## src/rtl/pu_program_loader_pkg.sv

```systemverilog
// Shared definitions for the program loader: FSM encoding, frame length-field width, bytes-per-word.
// Optional checksum stage is compiled in with PU_PROGRAM_LOADER_CHECKSUM_EN.
package pu_program_loader_pkg;

  localparam int LEN_WIDTH = 16;

  typedef enum logic [2:0] {
    ST_IDLE   = 3'd0,
    ST_LEN_LO = 3'd1,
    ST_LEN_HI = 3'd2,
    ST_DATA   = 3'd3,
    ST_CHECK  = 3'd4,
    ST_ERROR  = 3'd5
  } state_e;

  function automatic int calc_bpw(input int width);
    return (width + 7) / 8;
  endfunction

endpackage

```

## src/rtl/pu_program_loader_packer.sv

```systemverilog
// Assembles program words from a byte stream, least-significant byte first.
// word/word_done are valid combinationally on the cycle the final byte is taken.
module pu_program_loader_packer
  import pu_program_loader_pkg::*;
#(
  parameter int MICROCODE_WIDTH = 16
) (
  input  logic                       clk,
  input  logic                       rst,
  input  logic                       clr,
  input  logic                       take,
  input  logic [7:0]                 in_byte,
  output logic [MICROCODE_WIDTH-1:0] word,
  output logic                       word_done
);

  localparam int BPW = calc_bpw(MICROCODE_WIDTH);
  localparam int SW  = BPW * 8;
  localparam int CW  = (BPW > 1) ? $clog2(BPW) : 1;

  logic [SW-1:0] shift_q;
  logic [SW-1:0] shift_next;
  logic [CW-1:0] cnt_q;
  logic          last_byte;

  // New bytes enter at the top so the first byte ends up in the low lane.
  generate
    if (BPW == 1) begin : g_single
      assign shift_next = in_byte;
    end else begin : g_multi
      assign shift_next = {in_byte, shift_q[SW-1:8]};
    end
  endgenerate

  assign last_byte = (cnt_q == CW'(BPW - 1));
  assign word_done = take && last_byte;
  assign word      = shift_next[MICROCODE_WIDTH-1:0];

  always_ff @(posedge clk or posedge rst) begin
    if (rst) begin
      shift_q <= '0;
      cnt_q   <= '0;
    end else if (clr) begin
      cnt_q <= '0;
    end else if (take) begin
      shift_q <= shift_next;
      cnt_q   <= last_byte ? '0 : cnt_q + 1'b1;
    end
  end

endmodule

```

## src/rtl/pu_program_loader.sv

```systemverilog
// Loads a length-prefixed byte frame into program memory; busy holds the sequencer in reset.
// Define PU_PROGRAM_LOADER_CHECKSUM_EN to require a trailing XOR checksum byte.
module pu_program_loader
  import pu_program_loader_pkg::*;
#(
  parameter int MICROCODE_WIDTH = 16,
  parameter int PROGRAM_SIZE    = 200,
  parameter int ADDR_WIDTH      = $clog2(PROGRAM_SIZE)
) (
  input  logic                       clk,
  input  logic                       rst,
  input  logic [7:0]                 in_data,
  input  logic                       in_valid,
  output logic                       in_ready,
  input  logic                       clear,
  output logic                       mem_we,
  output logic [ADDR_WIDTH-1:0]      mem_addr,
  output logic [MICROCODE_WIDTH-1:0] mem_data,
  output logic                       busy,
  output logic                       load_done,
  output logic                       load_error,
  output state_e                     dbg_state
);

  // Handshake: a byte transfers on any rising edge with in_valid && in_ready;
  // in_ready is tied high so the stream never stalls, even in ERROR.
  state_e                     state;
  logic [7:0]                 len_lo;
  logic [LEN_WIDTH-1:0]       len_q;
  logic [LEN_WIDTH-1:0]       word_cnt;
  logic [LEN_WIDTH-1:0]       len_n;
  logic                       take;
  logic                       pack_done;
  logic [MICROCODE_WIDTH-1:0] pack_word;
`ifdef PU_PROGRAM_LOADER_CHECKSUM_EN
  logic [7:0]                 xor_q;
`endif

  assign in_ready  = 1'b1;
  assign take      = in_valid && in_ready;
  assign len_n     = {in_data, len_lo};
  assign dbg_state = state;

  pu_program_loader_packer #(
    .MICROCODE_WIDTH(MICROCODE_WIDTH)
  ) u_packer (
    .clk      (clk),
    .rst      (rst),
    .clr      (state != ST_DATA),
    .take     (take && (state == ST_DATA)),
    .in_byte  (in_data),
    .word     (pack_word),
    .word_done(pack_done)
  );

  always_ff @(posedge clk or posedge rst) begin
    if (rst) begin
      state      <= ST_IDLE;
      len_lo     <= '0;
      len_q      <= '0;
      word_cnt   <= '0;
      mem_we     <= 1'b0;
      mem_addr   <= '0;
      mem_data   <= '0;
      busy       <= 1'b0;
      load_done  <= 1'b0;
      load_error <= 1'b0;
`ifdef PU_PROGRAM_LOADER_CHECKSUM_EN
      xor_q      <= '0;
`endif
    end else begin
      mem_we    <= 1'b0;
      load_done <= 1'b0;
      case (state)
        ST_IDLE: if (take) begin
          len_lo <= in_data;
          busy   <= 1'b1;
          state  <= ST_LEN_HI;
`ifdef PU_PROGRAM_LOADER_CHECKSUM_EN
          xor_q  <= in_data;
`endif
        end
        ST_LEN_HI: if (take) begin
`ifdef PU_PROGRAM_LOADER_CHECKSUM_EN
          xor_q <= xor_q ^ in_data;
`endif
          if (int'(len_n) > PROGRAM_SIZE) begin
            busy       <= 1'b0;
            load_error <= 1'b1;
            state      <= ST_ERROR;
          end else if (len_n == '0) begin
            busy      <= 1'b0;
            load_done <= 1'b1;
            state     <= ST_IDLE;
          end else begin
            len_q    <= len_n;
            word_cnt <= '0;
            state    <= ST_DATA;
          end
        end
        ST_DATA: if (take) begin
`ifdef PU_PROGRAM_LOADER_CHECKSUM_EN
          xor_q <= xor_q ^ in_data;
`endif
          if (pack_done) begin
            mem_we   <= 1'b1;
            mem_addr <= word_cnt[ADDR_WIDTH-1:0];
            mem_data <= pack_word;
            word_cnt <= word_cnt + 1'b1;
            if (word_cnt == len_q - 1'b1) begin
`ifdef PU_PROGRAM_LOADER_CHECKSUM_EN
              state <= ST_CHECK;
`else
              busy      <= 1'b0;
              load_done <= 1'b1;
              state     <= ST_IDLE;
`endif
            end
          end
        end
`ifdef PU_PROGRAM_LOADER_CHECKSUM_EN
        ST_CHECK: if (take) begin
          busy <= 1'b0;
          if (in_data == xor_q) begin
            load_done <= 1'b1;
            state     <= ST_IDLE;
          end else begin
            load_error <= 1'b1;
            state      <= ST_ERROR;
          end
        end
`endif
        ST_ERROR: if (clear) begin
          load_error <= 1'b0;
          state      <= ST_IDLE;
        end
        // LEN_LO is reserved and CHECK is unreachable without the checksum stage.
        default: begin
          busy       <= 1'b0;
          load_error <= 1'b0;
          state      <= ST_IDLE;
        end
      endcase
    end
  end

endmodule

```

## config.mk

```make
export PLATFORM = sky130hd
export DESIGN_NAME = pu_program_loader
export DESIGN_NICKNAME = d
export VERILOG_FILES = /design/src/rtl/pu_program_loader_pkg.sv /design/src/rtl/pu_program_loader_packer.sv /design/src/rtl/pu_program_loader.sv
export SDC_FILE = /design/constraint.sdc
export NUM_CORES = 1
export LEC_CHECK = 0
export CAP_MARGIN = 20
export CORE_ASPECT_RATIO = 1.75
export CORE_UTILIZATION = 50
export DETAILED_ROUTE_END_ITERATION = 8
export GPL_ROUTABILITY_DRIVEN = 0
export PLACE_DENSITY_LB_ADDON = 0.05
export REMOVE_ABC_BUFFERS = 1
export SKIP_LAST_GASP = 1
export SLEW_MARGIN = 20
export SYNTH_ARGS = -nofsm -noshare
export SYNTH_HDL_FRONTEND = slang
export SYNTH_SLANG_ARGS = --single-unit
```

## constraint.sdc

```tcl
create_clock -name clk -period 3.45 [get_ports clk]
set_input_delay 0.5175 -clock clk [delete_from_list [all_inputs] [get_ports clk]]
set_output_delay 0.5175 -clock clk [all_outputs]
set_load 0.005 [all_outputs]
```

After elaboration in Yosys (flattened, before gate mapping) --
Cells that the tools add are included.
Storage, ports and cells: word-level logic and storage cells 91, register bits 88, input bits 12
Operators by class: reduce and logical (&&, ||, !) cells 15, mux-type cells 40, bitwise operators 5, $lt $le $gt $ge 1, $add $sub $neg 3, eq/ne operators 15
Operators with widths (number):
- $mux 16 | 5
- $pmux 16 s2 | 1
- $mux 1 | 22
- $mux 3 | 7
- $add 16x1->16 const B | 1
- $eq 16x16->1 | 1
- $gt 16x8->1 const B | 1
- $logic_not 16->1 | 1
- $ne 2x2->1 const B | 8
- $sub 16x1->16 const B | 1
- $pmux 3 s4 | 1
- $reduce_and 6->1 | 2
- $reduce_and 4->1 | 2
- $reduce_and 7->1 | 1
- $eq 3x2->1 const B | 2
- $not 1->1 | 5
- $pmux 1 s4 | 1
- $reduce_and 2->1 | 2
- $reduce_bool 2->1 | 2
- $eq 3x3->1 const B | 1
- $logic_not 3->1 | 1
- $ne 3x2->1 const B | 1
- $ne 3x3->1 const B | 1
- $pmux 1 s3 | 1
- other kinds (7) | 8

Longest topological paths before layout --
Gate-level depths: netlist of run 1.
depth in word-level cells 6, gate-level depth with buffers 9

Cells and area by module --
Synthesis of run 1 repeated with hierarchy kept, for this count alone.
Second synthesis, totals: cells, all modules 418, area total of the unflattened synthesis 4077.7 µm²
Modules (own cells, without submodules):
- pu_program_loader | sequential area each 1776.7 µm², times used 1, cells each 387, area each 3623.5 µm²
- pu_program_loader_packer | sequential area each 225.2 µm², times used 1, cells each 31, area each 454.2 µm²

Worst setup path before layout of run 1 --
OpenSTA, ideal clock, no wires.
path kind register to register, from register len_q[0], to register state[0], in the netlist dbg_state[0], clock period less this slack 2.549 ns, setup slack 0.901 ns, data arrival time 2.423 ns, library setup time 0.126 ns, cell stages (with the launch flop) 10, cells stage by stage dfrtp_1 inv_1 ha_1 or3b_1 buf_6 a2111oi_4 o211ai_1 or4_4 nor4b_4 o21ai_1
Between the ends: word-level cells in the longest chain between the ends 4
Ends and longest elaborated chain:
- from (decl) | line pu_program_loader.sv:29 | logic [LEN_WIDTH-1:0] len_q;
- from (signal assigned) | line pu_program_loader.sv:96 | len_q <= len_n;
- $sub 16x1->16 | line pu_program_loader.sv:110 | if (word_cnt == len_q - 1'b1) begin
- $eq 16x16->1 | line pu_program_loader.sv:110
- $ne 2x1->1 (no line)
- $reduce_and 6->1 (no line)
- to (signal assigned) | line pu_program_loader.sv:116 | state <= ST_IDLE;
- to (signal assigned) | line pu_program_loader.sv:135 | state <= ST_IDLE;
- to (signal assigned) | line pu_program_loader.sv:141 | state <= ST_IDLE;
- to (decl) | line pu_program_loader.sv:27 | state_e state;
No other way between the ends. A chain may end at the register's enable or synchronous reset.

Final worst setup path of run 1 --
from input in_data[7], to register word_cnt[5]
Between the ends: word-level cells in the longest chain between the ends 3, elaborated cells between the ends (all ways) 5, those cells by class order compare (1); eq/ne (2); reduce/logical (2)
Ends and longest elaborated chain:
- from (decl) | line pu_program_loader.sv:12 | input logic [7:0] in_data,
- $gt 16x8->1 or $logic_not 16->1 (tied branches) | line pu_program_loader.sv:87, pu_program_loader.sv:91
- $ne 2x2->1 (no line)
- $reduce_and 6->1 (no line) *
- to (signal assigned) | line pu_program_loader.sv:109 | word_cnt <= word_cnt + 1'b1;
- to (decl) | line pu_program_loader.sv:30 | logic [LEN_WIDTH-1:0] word_cnt;
Mark *: on every way between the ends. The rest lies on a longest branch, timed or not.

==> results of run 1 <==
[final cells by class]
type | instances | share of cell area (%)
inverter | 10 | 0.805
timing repair buffer | 50 | 10.2
tap | 90 | 2.34
clock buffer | 11 | 5.04
clock inverter | 5 | 0.649
multi-input combinational | 268 | 39.4
sequential | 80 | 41.5
[report_power, final]
part	internal, µW	switching, µW
Clock	506	379
Sequential	1110	170
Combinational	324	279
[sequential cells by signal (all words and copies together), names as in the netlist]
signal            flops
load_error            1
mem_addr              8
mem_we                1
dbg_state             3
u_packer.shift_q      8
u_packer.cnt_q        1
len_lo                8
load_done             1
word_cnt             16
len_q                16
mem_data             16
busy                  1
[Yosys cell counts (3+ instances only)]
| cell type | number | share of area [%] |
|---|---|---|
| nor2b_1 | 9 | 1.4 |
| nand3b_1 | 3 | 0.55 |
| nor2_1 | 28 | 2.6 |
| xnor2_1 | 29 | 6.2 |
| clkbuf_1 | 9 | 0.82 |
| a31oi_1 | 4 | 0.61 |
| nor3b_1 | 3 | 0.55 |
| nand4b_1 | 3 | 0.64 |
| a21oi_1 | 7 | 0.86 |
| or3_1 | 3 | 0.46 |
| inv_1 | 10 | 0.92 |
| clkbuf_8 | 3 | 1.0 |
| o211ai_1 | 4 | 0.73 |
| nand2_1 | 39 | 3.6 |
| mux2_2 | 38 | 10 |
| nor4_1 | 9 | 1.4 |
| nor3_1 | 10 | 1.2 |
| nand3_1 | 12 | 1.5 |
| o21ai_0 | 11 | 1.3 |
| xor2_1 | 6 | 1.3 |
| and3_1 | 4 | 0.61 |
| nand4_1 | 7 | 1.1 |
| dfrtp_1 | 80 | 49 |
| buf_2 | 3 | 0.37 |
| buf_4 | 3 | 0.55 |
| or4_2 | 3 | 0.64 |
[critical path, delay by kind of cell]
family | cells | cell delay [ns]
xor gates and xnor gates | 1 | 0.17
buffers and inverters | 2 | 0.68
AOI/OAI and AO/OA | 1 | 0.25
and+or+nand+nor | 4 | 1.44
[layer usage]
metal	vias to the layer above	share of wire (%)	GRT usage, %
met2	38	57	41.0
li1	1410	-	-
met4	0	2.7	11.0
met3	15	2.2	4.55
met1	1510	39	25.2
met5	-	0	0
[kinds of logic after synthesis]
| logic type | after synthesis |
|---|---|
| xor gates and xnor gates | 35 |
| adders and majority gates | 2 |
| and+or+nand+nor | 152 |
| DFF | 80 |
| muxes | 39 |
| buffers and inverters | 30 |
| other | 1 |
| AOI/OAI and AO/OA | 39 |
[stage by stage]
stage,cell area [µm²],hold WS [ns]
3_5_place_dp,4550,0.463
3_3_place_gp,4550,0.458
2_1_floorplan,3940,0.442
4_1_cts,4820,0.478
5_1_grt,4820,0.500
6_report,4820,0.471
[path summary, 6_finish.rpt]
check                               startpoint                  end  cells past startpoint
setup reg to reg                      len_q[0]         dbg_state[0]                      8
setup / recovery                    in_data[7]          word_cnt[5]                      8
max in group asynchronous                  rst             len_q[9]                      3
min in group asynchronous                  rst               mem_we                      3
hold reg to reg            u_packer.shift_q[9]  u_packer.shift_q[9]                      2
hold / removal             u_packer.shift_q[9]  u_packer.shift_q[9]                      2
==> results.md, run 1 <==
- Mux contribution to synthesized area: 10.7%
- HPWL Detailed: 6440 µm
- Number of flops mapped to enable cells by yosys: 0
- Tcrit/Tclk final: 83.1%
- Post-CTS setup repair buffer count: 0
- Commonest non-fill, non-tap cells in the layout: dfrtp_1, clkdlybuf4s50_1, nand2_1
- Cell Chain, Critical Path: clkdlybuf4s50_1 -> or4_2 -> nor2_1 -> a311oi_2 -> buf_4 -> nor4b_1 -> xnor2_1 -> nor2_1
- Setup CP Type: input pin to register
- Root Buffer: clkbuf_16
- DR WL/cell: 17.3 µm
- CTS HTree Levels: 3
- Initial antenna violation count: 0
- Tmin final: 2.87 ns
- Hold WC Path Type: register to register
- Core footprint: 7910 µm²
- Initial Utilization: 51.8%
- Async SR Flop Fraction: 100%
- Synth Flop Type: dfrtp_1
- Slew margin rel.: 61.1%
- Setup_tns: 0 ns
- Core Util, Final: 60.9%
- Clock Tree Buf Depth: 2
- Post-Route WL: 8900 µm
- Largest family of logic cells by synthesized area: simple AND/OR/NAND/NOR gates
- Fin. Hold Viols: 0
- Multi-input gate area: 1900 µm²
- Synth Area in Compound Gates: 6.84%
- Site Rows: 43
- Routed vias: 2,973
- WP data required: 3.65 ns
- CTS tree: done
- Worst-case clock skew: 0.00415 ns
- Width of the die: 70.4 µm
- Max VDD drop: 424 µV
- Largest net degree at the start of global routing: 81
- ANT nets after route: 0
- Overall routing resource usage: 22.7%
- Internal reg-to-reg setup slack: 0.63 ns
- DR DRC count: 0
- Pleak: 0.00215 µW
- Cts hold-fix bufs: 0
- Synth Cell Area: 4100 µm²
- Final std cells w/o fill: 514
- Diodes inserted: 0
- Drt first pass iters: 4
- Num CTS Buffers: 9
- First-pass GRT wire length: 14,700 µm
- Xor/xnor cell area share of the yosys netlist: 7.49%
- Nets: 433
- Sink Count: 80
- Die height: 122 µm
- Avg Synthesized Cell Area: 10.8 µm²
- Seq/Total Area, Yosys: 48.9%
- Simple-gate share of the synthesized area: 20.7%
- Clk_lat worst skew: 0.34 ns
- Max-cap violations: 0
- Vias per cell: 5.78
- PD cells: 573 nW/µm²
- Final worst setup slack: 0.581 ns
- Most frequent CP cell: nor2_1
- Endpoint class of the critical path: register
- Place WS: 0.231 ns
- Max incr delay on CP: 0.73 ns
- Clock transition at the registers of the reported paths: 0.06 ns
- Critical-path top delay cell: or4_2
- Final setup vio count: 0
- Synthesized flop and latch total: 80
- RSZ-0062 raised after global routing: no
- Post-CTS Resized: 0
- Vias in the first global route: 2,932
- Startpoint type of the worst setup path: input pin
- Slew Viols, Final: 0
- Post-Synth Adder-Cell Area: 0.611%
- Layout area overhead: 17.7%
- Most common cell after layout, fill and taps aside: dfrtp_1
- Outcome: finished, final reports clean
- CP Data Arrival Time: 3.07 ns
- Sequential cell area: 2000 µm²
- Port Buf Inserts: 42
- Fmax: 349 MHz
- Mapped Cells: 378
- Share of layout cells above drive strength 1: 18.9%
- Top-Level Pins: 44
- Netlist cell types: 61
- Drt initial violations: 175
- Number of fill cells: 667
- Die area: 8570 µm²
- Slew at the pin closest to its max-slew limit: 0.581 ns
- Overflow after GRT: 0
- Total power: 2760 µW
- DP Cell Count: 498
- Syn. warnings: 0
- Worst-path maximum fanout: 8
Power figures use the tool's default switching activity.
==> run 2, diff against run 1 <==
- clock period: 3.45 -> 2.5 ns (I/O delays scaled with it)
==> run 2 against run 1 <==
  * Sequential share of layout area shrank 2.7 points
  * Combinational power grew 76%
  * Sequential power grew 32%
  * Die area is the same
  * Cell count grew 7.6%
==> results.md, run 2 (synthesized netlist as in run 1, its figures left out) <==
- Fin. Hold Viols: 0 (unchanged)
- Num CTS Buffers: 9 (unchanged)
- DP Cell Count: 534 (+7.2%)
- Core Util, Final: 65.3% (+4.3 points)
- Outcome: finished, final reports clean
- Commonest non-fill, non-tap cells in the layout: dfrtp_1, buf_4, clkdlybuf4s50_1
- Final setup vio count: 0 (unchanged)
- ANT nets after route: 0 (unchanged)
- CTS tree: done
- Largest regs: len_q (16), mem_data (16), word_cnt (16)
- Tmin final: 2.44 ns
- Width of the die: 70.4 µm (unchanged)
- Cell Chain, Critical Path: inv_2 -> ha_4 -> or3b_4 -> a2111oi_4 -> o211ai_1 -> or4_4 -> nor4b_4 -> o21ai_1
- Post-Route WL: 9620 µm (+8.1%)
- Internal reg-to-reg setup slack: 0.06 ns (-0.57 ns)
- DR WL/cell: 17.4 µm (+0.48%)
- Clock transition at the registers of the reported paths: 0.06 ns (about the same)
- Hold WC Path Type: input pin to asynchronous set/reset pin
- Endpoint class of the critical path: register
- Sequential cell area: 2000 µm² (unchanged)
- Nets: 472 (+9.0%)
- Top-Level Pins: 44 (unchanged)
- Worst-path maximum fanout: 3 (-5)
- Pleak: 0.00235 µW (+9.5%)
- Clock Tree Buf Depth: 2 (unchanged)
- Number of fill cells: 647 (-3.0%)
- Largest net degree at the start of global routing: 81 (unchanged)
- Place WS: -0.277 ns (-0.508 ns)
- Tcrit/Tclk final: 97.7%
- HPWL Detailed: 6960 µm (+8.1%)
- Initial Utilization: 51.8% (unchanged)
- Reg2reg start: len_q[0]
- Worst-case clock skew: 0.00619 ns (+0.00205 ns)
- Diodes inserted: 0 (unchanged)
- CP Data Arrival Time: 2.66 ns (-0.41 ns)
- Overflow after GRT: 0 (unchanged)
- Switching part of the total: 30.3% (+0.35 points)
- Clk_lat worst skew: 0.35 ns (about the same)
- Port Buf Inserts: 42 (unchanged)
- DR DRC count: 0 (unchanged)
- Final worst setup slack: 0.0565 ns (-0.525 ns)
- Final std cells w/o fill: 553 (+7.6%)
- Flop pwr share: 42.6% (-3.5 points)
- Multi-input gate area: 1940 µm² (+2.4%)
- Max VDD drop: 583 µV (+37%)
- Root Buffer: clkbuf_16
- Cts hold-fix bufs: 0 (unchanged)
- Drt first pass iters: 5 (+1)
- Slew Viols, Final: 0 (unchanged)
- Startpoint type of the worst setup path: register
- Die area: 8570 µm² (unchanged)
- Routed vias: 3,086 (+3.8%)
- Initial antenna violation count: 0 (unchanged)
- Critical-path top delay cell: or4_4
- Vias in the first global route: 3,208 (+9.4%)
- Overall routing resource usage: 24.3% (+1.6 points)
- Core footprint: 7910 µm² (unchanged)
- RSZ-0062 raised after global routing: yes
- Share of layout cells above drive strength 1: 27.0% (+8.1 points)
- Fmax: 409 MHz
- Sink Count: 80 (unchanged)
- Most common cell after layout, fill and taps aside: dfrtp_1
- Combinational power share: 26.9% (+5.1 points)
- P_int: 2760 µW (+43%)
- Max-cap violations: 0 (unchanged)
- Layout area overhead: 26.0%
- First-pass GRT wire length: 15,700 µm (+6.8%)
- CTS HTree Levels: 3 (unchanged)
- Clock power frac: 30.5% (-1.5 points)
- Cells on worst reg2reg path: 8 (unchanged)
- Max incr delay on CP: 0.57 ns (-0.16 ns)
- Setup CP Type: register to register
- Site Rows: 43 (unchanged)
- Vias per cell: 5.58 (-3.5%)
- WP data required: 2.72 ns (-0.93 ns)
- P_sw: 1200 µW (+45%)
- PD cells: 767 nW/µm² (+34%)
- Die height: 122 µm (unchanged)
- R2R Path End: dbg_state[0]
- Drt initial violations: 162 (-7.4%)
==> run 2: power groups by stage <==
| stage | clock network (µW) | registers, µW | logic (µW) |
|---|---|---|---|
| after floorplan | 0 | 1710 | 497 |
| after global placement | 0 | 1700 | 1000 |
| after detailed placement | 0 | 1710 | 1030 |
| after CTS | 1220 | 1690 | 1040 |
| after global routing | 1280 | 1720 | 1170 |
| final | 1210 | 1690 | 1060 |
==> run 2: layer usage <==
metal	GRT usage (%)	vias up	share of wire, %
met5	0	-	0
met4	15.9	0	5.1
met3	3.64	34	2.7
met2	43.8	64	54
met1	25.9	1505	38
li1	-	1483	-
==> run 2: how the worst max path moves through the flow <==
stage	to	from	depth (start not counted)	slack [ns]
final	dbg_state[0]	len_q[0]	8	0.06
after global routing	load_done	len_q[0]	8	-0.05
after CTS	load_done	len_q[0]	8	0.02
after detailed placement	word_cnt[12]	in_data[3]	7	-0.28
after global placement	word_cnt[8]	in_data[3]	8	-0.23
after floorplan	word_cnt[12]	len_lo[5]	6	-0.07
==> run 2: cell type report <==
cell class / count / share of cell area (%)
Inverter: 10 / 0.752
Clock inverter: 5 / 0.630
Sequential cell: 80 / 38.8
Multi-Input combinational cell: 268 / 37.7
Tap cell: 90 / 2.18
Timing Repair Buffer: 89 / 15.5
Clock buffer: 11 / 4.51
==> run 2: stage by stage <==
step	hold slack (ns)	cell area [µm²]	total power, µW	TNS [ns]
after floorplan	0.442	3940	2210	-0.360
after global placement	0.458	4830	2700	-5.37
after detailed placement	0.464	4830	2740	-6.27
after CTS	0.476	5120	3950	0
after global routing	0.482	5160	4170	-0.119
final	0.438	5160	3960	0
==> run 2: critical path, delay by kind of cell (launching register included) <==
family	cells	cell delay [ns]
and+or+nand+nor	3	1.30
AOI/OAI and AO/OA	3	0.40
DFF	1	0.39
adders and majority gates	1	0.13
buffers and inverters	1	0.09
==> run 2: repair_timing <==
action                                  4_1_cts  5_1_grt
pin swaps                                     4        3
endpoints found under the setup margin        4       17
buffers inserted                              1        2
gates resized for setup                       6        5
==> run 3, diff against run 2 <==
- REMOVE_ABC_BUFFERS: 1 -> not set
==> run 3 against run 2 <==
  * Routed wire length is 3.6% lower
  * Critical endpoint unchanged
  * Cell count shrank 1.3%
  * Global-route usage down 0.67 points
  * Sequential share of layout area hardly changed
==> results.md, run 3 (synthesized netlist as in run 1, its figures left out) <==
- Most common cell after layout, fill and taps aside: dfrtp_1
- P_sw: 1190 µW (-1.0%)
- Root Buffer: clkbuf_16
- Drt initial violations: 137 (-15%)
- Internal reg-to-reg setup slack: 0.05 ns (about the same)
- Max-cap violations: 0 (unchanged)
- Initial Utilization: 51.8% (unchanged)
- Die area: 8570 µm² (unchanged)
- First-pass GRT wire length: 15,300 µm (-2.7%)
- Hold WC Path Type: input pin to asynchronous set/reset pin
- Largest regs: len_q (16), mem_data (16), word_cnt (16)
- Switching part of the total: 29.3% (-1.0 points)
- Vias in the first global route: 3,088 (-3.7%)
- DR WL/cell: 17.0 µm (-2.4%)
- Cts hold-fix bufs: 0 (unchanged)
- Clock transition at the registers of the reported paths: 0.06 ns (about the same)
- Reg2reg start: len_q[1]
- Flop pwr share: 41.9% (-0.7 points)
- Vias per cell: 5.59 (+0.17%)
- Post-synth net total: 392
- Port Buf Inserts: 42 (unchanged)
- Tcrit/Tclk final: 98.1% (+0.36 points)
- P_int: 2870 µW (+4.0%)
- Fmax: 408 MHz (-0.37%)
- Combinational power share: 25.2% (-1.7 points)
- WP data required: 2.71 ns (about the same)
- Top delay family on crit path: simple AND/OR/NAND/NOR gates
- Diodes inserted: 0 (unchanged)
- Layout area overhead: 26.2% (about the same)
- Post-Route WL: 9270 µm (-3.6%)
- Worst-path maximum fanout: 3 (unchanged)
- DR DRC count: 0 (unchanged)
- CTS HTree Levels: 3 (unchanged)
- Cell Chain, Critical Path: inv_2 -> ha_4 -> or3b_4 -> a2111oi_4 -> o211ai_1 -> or4_4 -> nor4b_4 -> o21ai_1
- Commonest non-fill, non-tap cells in the layout: dfrtp_1, clkdlybuf4s50_1, nand2_1
- Initial antenna violation count: 0 (unchanged)
- Setup CP Type: register to register
- Site Rows: 43 (unchanged)
- Fin. Hold Viols: 0 (unchanged)
- Overall routing resource usage: 23.6% (-0.67 points)
- R2R Path End: dbg_state[0]
- Slew at the pin closest to its max-slew limit: 0.521 ns
- Startpoint type of the worst setup path: register
- Core footprint: 7910 µm² (unchanged)
- Outcome: finished, final reports clean
- Share of layout cells above drive strength 1: 26.3% (-0.68 points)
- Routed vias: 3,052 (-1.1%)
- Number of fill cells: 627 (-3.1%)
- RSZ-0062 raised after global routing: yes
- Tmin final: 2.45 ns (+0.00895 ns)
- Largest net degree at the start of global routing: 59 (-27%)
- Max VDD drop: 639 µV (+9.7%)
- Endpoint class of the critical path: register
- Clock power frac: 32.9% (+2.4 points)
- Worst-case clock skew: 0.00494 ns (-0.00126 ns)
- Final setup vio count: 0 (unchanged)
- Cells on worst reg2reg path: 8 (unchanged)
- Num CTS Buffers: 9 (unchanged)
- Sink Count: 80 (unchanged)
- WP buf/inv: 1 (unchanged)
- Clk_lat worst skew: 0.34 ns (about the same)
- Pleak: 0.00233 µW (-0.97%)
- PD cells: 786 nW/µm² (+2.4%)
- Clock Tree Buf Depth: 2 (unchanged)
- Overflow after GRT: 0 (unchanged)
- CTS tree: done
- Slew margin rel.: 65.2%
- Width of the die: 70.4 µm (unchanged)
- Slew Viols, Final: 0 (unchanged)
- DP Cell Count: 529 (-0.94%)
- ANT nets after route: 0 (unchanged)
- Drt first pass iters: 4 (-1)
- Critical-path top delay cell: or4_4
- Top-Level Pins: 44 (unchanged)
- CP Data Arrival Time: 2.67 ns (about the same)
- Final std cells w/o fill: 546 (-1.3%)
- HPWL Detailed: 6960 µm (about the same)
- Nets: 465 (-1.5%)
- Max incr delay on CP: 0.53 ns (-0.04 ns)
- Setup_tns: 0 ns (unchanged)
- Die height: 122 µm (unchanged)
run 3: layout make-up:
type | count | area, µm² | area share (%)
timing repair buffer | 82 | 749 | 14.5
clock buffer | 11 | 243 | 4.70
multi-input combinational | 268 | 1960 | 37.9
tap | 90 | 113 | 2.18
clock inverter | 5 | 63.8 | 1.24
sequential | 80 | 2000 | 38.8
inverter | 10 | 38.8 | 0.751
run 3: worst max-delay path by stage:
stage	start	cells after the start	slack, ns	end
finish	len_q[1]	8	0.05	dbg_state[0]
floorplan	len_q[0]	9	0.04	dbg_state[0]
CTS	len_q[0]	8	0.01	dbg_state[0]
global placement	in_data[0]	8	-0.29	word_cnt[5]
global route	len_q[0]	8	-0.04	load_done
detailed placement	in_data[0]	8	-0.35	word_cnt[6]
run 3: stage by stage:
stage	worst slack (ns)	util (%)	cell area (µm²)	power [µW]	hold slack, ns
5_1_grt	-0.0365	65.3	5170	4290	0.377
2_1_floorplan	0.0445	-	4100	2260	0.442
3_5_place_dp	-0.351	60.6	4790	2710	0.468
6_report	0.0476	65.3	5170	4060	0.337
3_3_place_gp	-0.285	60.6	4790	2690	0.456
4_1_cts	0.0129	64.8	5120	4080	0.338
run 3: what timing repair did:
action | CTS | global route
gates resized for setup | 4 | 9
buffers inserted | 0 | 1
pin swaps | 1 | 6
setup endpoints to repair | 8 | 17
run 3: power by group through the flow:
stage / logic, µW / clock network [µW] / registers (µW)
3_3_place_gp: 976 / 0 / 1710
4_1_cts: 1010 / 1370 / 1700
3_5_place_dp: 995 / 0 / 1720
2_1_floorplan: 593 / 0 / 1670
5_1_grt: 1120 / 1430 / 1740
6_report: 1020 / 1330 / 1700
run 3: metal layers:
layer | up-vias | routed length [µm] | global-route usage (%)
li1 | 1475 | - | -
met1 | 1510 | 3570 | 25.1
met2 | 51 | 5260 | 44.0
met3 | 16 | 232 | 4.80
met4 | 0 | 212 | 10.8
met5 | - | 0 | 0
